$ cat src/rtl/agu_seq.sv
// Job sequencer for one AGU: latches a descriptor, clears the AGU once, then
// steps it per accepted address on a valid/ready stream toward the memory port.
module agu_seq #(
  parameter int BWADDR   = 21,
  parameter int BWLENGTH = 8,
  parameter int BWCOUNT  = 24
) (
  input  logic                  clk,
  input  logic                  rst,
  input  logic                  start,
  input  logic                  abort,
  input  logic [4*BWLENGTH-1:0] cfg_l,
  input  logic [5*BWADDR-1:0]   cfg_j,
  input  logic [BWCOUNT-1:0]    cfg_cnt,
  output logic                  busy,
  output logic                  done,
  output logic [BWCOUNT-1:0]    remaining,
  output logic                  agu_clr,
  output logic                  agu_step,
  output logic [4*BWLENGTH-1:0] agu_l,
  output logic [5*BWADDR-1:0]   agu_j,
  input  logic [BWADDR-1:0]     agu_addr,
  output logic                  out_valid,
  input  logic                  out_ready,
  output logic [BWADDR-1:0]     out_addr,
  output logic                  out_last
);

  typedef enum logic [1:0] {IDLE, CLR, RUN, DONE} state_t;

  typedef struct packed {
    logic [4*BWLENGTH-1:0] l;
    logic [5*BWADDR-1:0]   j;
  } job_t;

  state_t             state, state_nx;
  job_t               job_q;
  logic [BWCOUNT-1:0] rem_q, rem_nx;
  logic               load, hs;

  always_ff @(posedge clk or posedge rst) begin
    if (rst) begin
      state <= IDLE;
      rem_q <= '0;
      job_q <= '0;
    end else begin
      state <= state_nx;
      rem_q <= rem_nx;
      if (load) job_q <= {cfg_l, cfg_j};
    end
  end

  always_comb begin
    state_nx  = state;
    rem_nx    = rem_q;
    load      = 1'b0;
    hs        = 1'b0;
    agu_clr   = 1'b0;
    out_valid = 1'b0;
    done      = 1'b0;
    case (state)
      IDLE: begin
        if (start) begin
          load     = 1'b1;
          rem_nx   = cfg_cnt;
          state_nx = (cfg_cnt == '0) ? DONE : CLR;
        end
      end
      CLR: begin
        // an abort here skips the clear; the next job's CLR reinitialises the AGU
        if (abort) begin
          state_nx = IDLE;
          rem_nx   = '0;
        end else begin
          agu_clr  = 1'b1;
          state_nx = RUN;
        end
      end
      RUN: begin
        out_valid = 1'b1;
        if (abort) begin
          state_nx = IDLE;
          rem_nx   = '0;
        end else if (out_ready) begin
          hs = 1'b1;
          if (rem_q != '0) rem_nx = rem_q - BWCOUNT'(1);
          if (rem_q <= BWCOUNT'(1)) state_nx = DONE;
        end
      end
      DONE: begin
        done     = 1'b1;
        state_nx = IDLE;
      end
      default: state_nx = IDLE;
    endcase
  end

  assign busy      = (state != IDLE);
  assign remaining = rem_q;
  assign agu_step  = hs;
  assign agu_l     = job_q.l;
  assign agu_j     = job_q.j;
  assign out_addr  = out_valid ? agu_addr : '0;
  assign out_last  = out_valid && (rem_q == BWCOUNT'(1));

  a_clr_step_mutex: assert property (@(posedge clk) disable iff (rst) !(agu_clr && agu_step));
  a_step_in_run:    assert property (@(posedge clk) disable iff (rst) agu_step |-> state == RUN);

endmodule
$ cat config.mk
export PLATFORM = sky130hd
export DESIGN_NAME = agu_seq
export DESIGN_NICKNAME = d
export VERILOG_FILES = /design/src/rtl/agu_seq.sv
export SDC_FILE = /design/constraint.sdc
export NUM_CORES = 1
export LEC_CHECK = 0
export BUFFER_PORTS_ARGS = -buffer_cell sky130_fd_sc_hd__buf_2
export CAP_MARGIN = 20
export CORE_AREA = 2 2 147 149
export DETAILED_ROUTE_END_ITERATION = 8
export DIE_AREA = 0 0 149 151
export PLACE_DENSITY = 0.63
export SKIP_CTS_REPAIR_TIMING = 1
export SYNTH_ARGS = -nofsm -noshare
export SYNTH_HDL_FRONTEND = slang
export SYNTH_SLANG_ARGS = --single-unit
$ cat constraint.sdc
create_clock -name clk -period 7.9 [get_ports clk]
set_input_delay 0.395 -clock clk [delete_from_list [all_inputs] [get_ports clk]]
set_output_delay 0.395 -clock clk [all_outputs]
set_load 0.05 [all_outputs]
==> flow_metrics.tcl <==
set metrics [dict create \
    hp-class "primary input to asynchronous set/reset pin" \
    ys_top_cells_by_count "dfrtp_1, mux2_2, o21ai_0" \
    grt_pass1_wl_mm 29.9 \
    slowest_stage "buf_4" \
    pre_cts_slack_ps 5060 \
    wl_mm 19.8 \
    crit_buf_inv 2 \
    grt_pass1_vias 5761 \
    synth.area.top_cells "dfrtp_1, mux2_2, and2_1" \
    grt_overflow 0 \
    start_util 0.341 \
    path_cells "inv_1, ha_1, nand2_4, buf_4, mux2_2" \
    yosysMostFrequentCell "dfrtp_1" \
    relSlewSlack 0.270 \
    hold_violations 0 \
    ys_types 49 \
    synth-warning-count 0 \
    cp-start-kind "flip-flop" \
    root_buffer "clkbuf_16" \
    die_height_um 151 \
    multi_input_area_um2 2820 \
    r2r_slack_ps 5040 \
    tns_ps 0 \
    layout-drive-gt1-share 0.610 \
    crit_path_end_kind "flip-flop" \
    clk_latency_ps 420 \
    synth_nets 732 \
    setup_viol 0 \
    antenna_found_initial 0 \
    drc 0 \
    drtPass1Iterations 5 \
    core_um2 20800 \
    cts_buffers 17 \
    synth_top_area_frac 0.575 \
    cts.reportedPaths.clkPinSlew_ps 70 \
    nets 1100 \
    dieArea_um2 22500 \
    cap_violations 0 \
    place.gp.congestion 0.874 \
    period_share 0.361 \
    async_flop_share 1.00 \
    ys.flop_type "dfrtp_1" \
    cpLargestDelayFamily "buffers and inverters" \
    cts_buffer_depth 2 \
    synthToLayoutAreaGrowth_pct 38.5 \
    drtIter0Drc 210 \
    timing.rr.end "agu_j[91]$_DFFE_PP0P_" \
    ys_ff_latch 163 \
    slowest_delay_ps 890 \
    register_area_um2 4080 \
    r2r_cells 5 \
    die_width_um 149 \
    slew_viol_final 0 \
    critPathKind "flip-flop to flip-flop" \
    arrival_ps 3160 \
    fillCellCount 1968 \
    port_buffers 374 \
    io_pins 375 \
    syn_area_um2 7090 \
    synth_cells 537 \
    synth_edf_count 0 \
    crit_fanout 86 \
    grt_max_degree 92 \
    path_depth 5 \
    dp_hpwl_mm 14.9 \
    status "completed" \
    diodes 0 \
    htree_levels 4 \
    clock.fmax_mhz 350 \
    r2r-start "state[0]$_DFFE_PP0P_" \
    post-route-worst-setup-slack_ps 5040 \
    period_minus_slack_ps 2860 \
    worst_pin_slew_ps 1090 \
    cts_sinks 163 \
    grt_util_all_layers 0.170 \
    rsz0062_at_grt "no" \
    synth_top_cell_by_area "dfrtp_1" \
    synth-seq-area-share 0.575 \
    skew_ps 10.4 \
    num_vias 5787 \
    via_per_inst 4.85 \
    drtAntennaViolNets 0 \
    crit_path_end "agu_j[91]$_DFFE_PP0P_" \
    cts_tree "done" \
    syn_avg_cell_area_um2 13.2 \
    wl_per_cell_um 16.6 \
    cp.required_ps 8200 \
    rows 53 \
    startpoint "state[0]$_DFFE_PP0P_" \
]
[layout make-up]
class | count | share of cell area
Inverter | 10 | 0.00433
Clock inverter | 13 | 0.0195
Sequential cell | 163 | 0.415
Tap cell | 275 | 0.0350
Clock buffer | 18 | 0.0447
Multi-Input combinational cell | 335 | 0.288
Timing Repair Buffer | 378 | 0.194
[worst reg2reg max path, cell delays in order (launching register included)]
cell and delay [ps]:
dfrtp_1 400, inv_1 90, ha_1 260, nand2_4 500
buf_4 950, mux2_2 550
[flip-flops by register name, indices dropped and copies added, names as in the netlist]
name	flops
remaining	24
state	2
agu_j	105
agu_l	32
[cells in the final DEF, fill, tap and decap left out, drive strengths merged, types with 8 or more instances in the layout]
cell    netlist  final
buf          19    378
dfrtp       163    163
mux2        137    137
o21ai        49     49
and2         26     26
nor2         20     20
clkbuf       10     18
a21oi        17     17
inv          10     17
nor4         13     13
nor3         10     10
a22oi         8      8
ha            8      8
[routing by layer]
metal,wire length (um),track usage,up-vias
li1,-,-,2693
met1,7660,0.199,2781
met2,10000,0.301,290
met3,1770,0.0527,23
met4,318,0.0490,0
met5,0,0,-
[cell families after synthesis]
group / Yosys count / share of synthesized area
AOI/OAI and AO/OA: 93 / 0.0803
adders and majority gates: 8 / 0.0141
buffers and inverters: 39 / 0.0279
DFF: 163 / 0.575
muxes: 138 / 0.219
and+or+nand+nor: 96 / 0.0838
[worst min-delay path by stage]
stage / start / endpoint / slack [ps] / depth (start not counted)
6_report: rst / agu_j[35]$_DFFE_PP0P_ / 120 / 2
5_1_grt: cfg_j[5] / agu_j[5]$_DFFE_PP0P_ / 170 / 2
4_1_cts: rst / agu_j[32]$_DFFE_PP0P_ / 150 / 2
3_5_place_dp: agu_l[11]$_DFFE_PP0P_ / agu_l[11]$_DFFE_PP0P_ / 490 / 1
3_3_place_gp: agu_j[42]$_DFFE_PP0P_ / agu_j[42]$_DFFE_PP0P_ / 480 / 1
2_1_floorplan: state[0]$_DFFE_PP0P_ / state[0]$_DFFE_PP0P_ / 530 / 1
[stage by stage]
stage	instances	cell area [um2]	hold WS [ps]	util
CTS	1192	9820	150	0.472
floorplan	537	7090	528	-
detailed placement	1161	9190	487	0.441
finish	1192	9820	118	0.472
global route	1192	9820	174	0.472
global placement	1160	9180	482	0.441
Power is not shown: default switching activity piles up to over one toggle a cycle in this logic, so the estimate is an artifact.
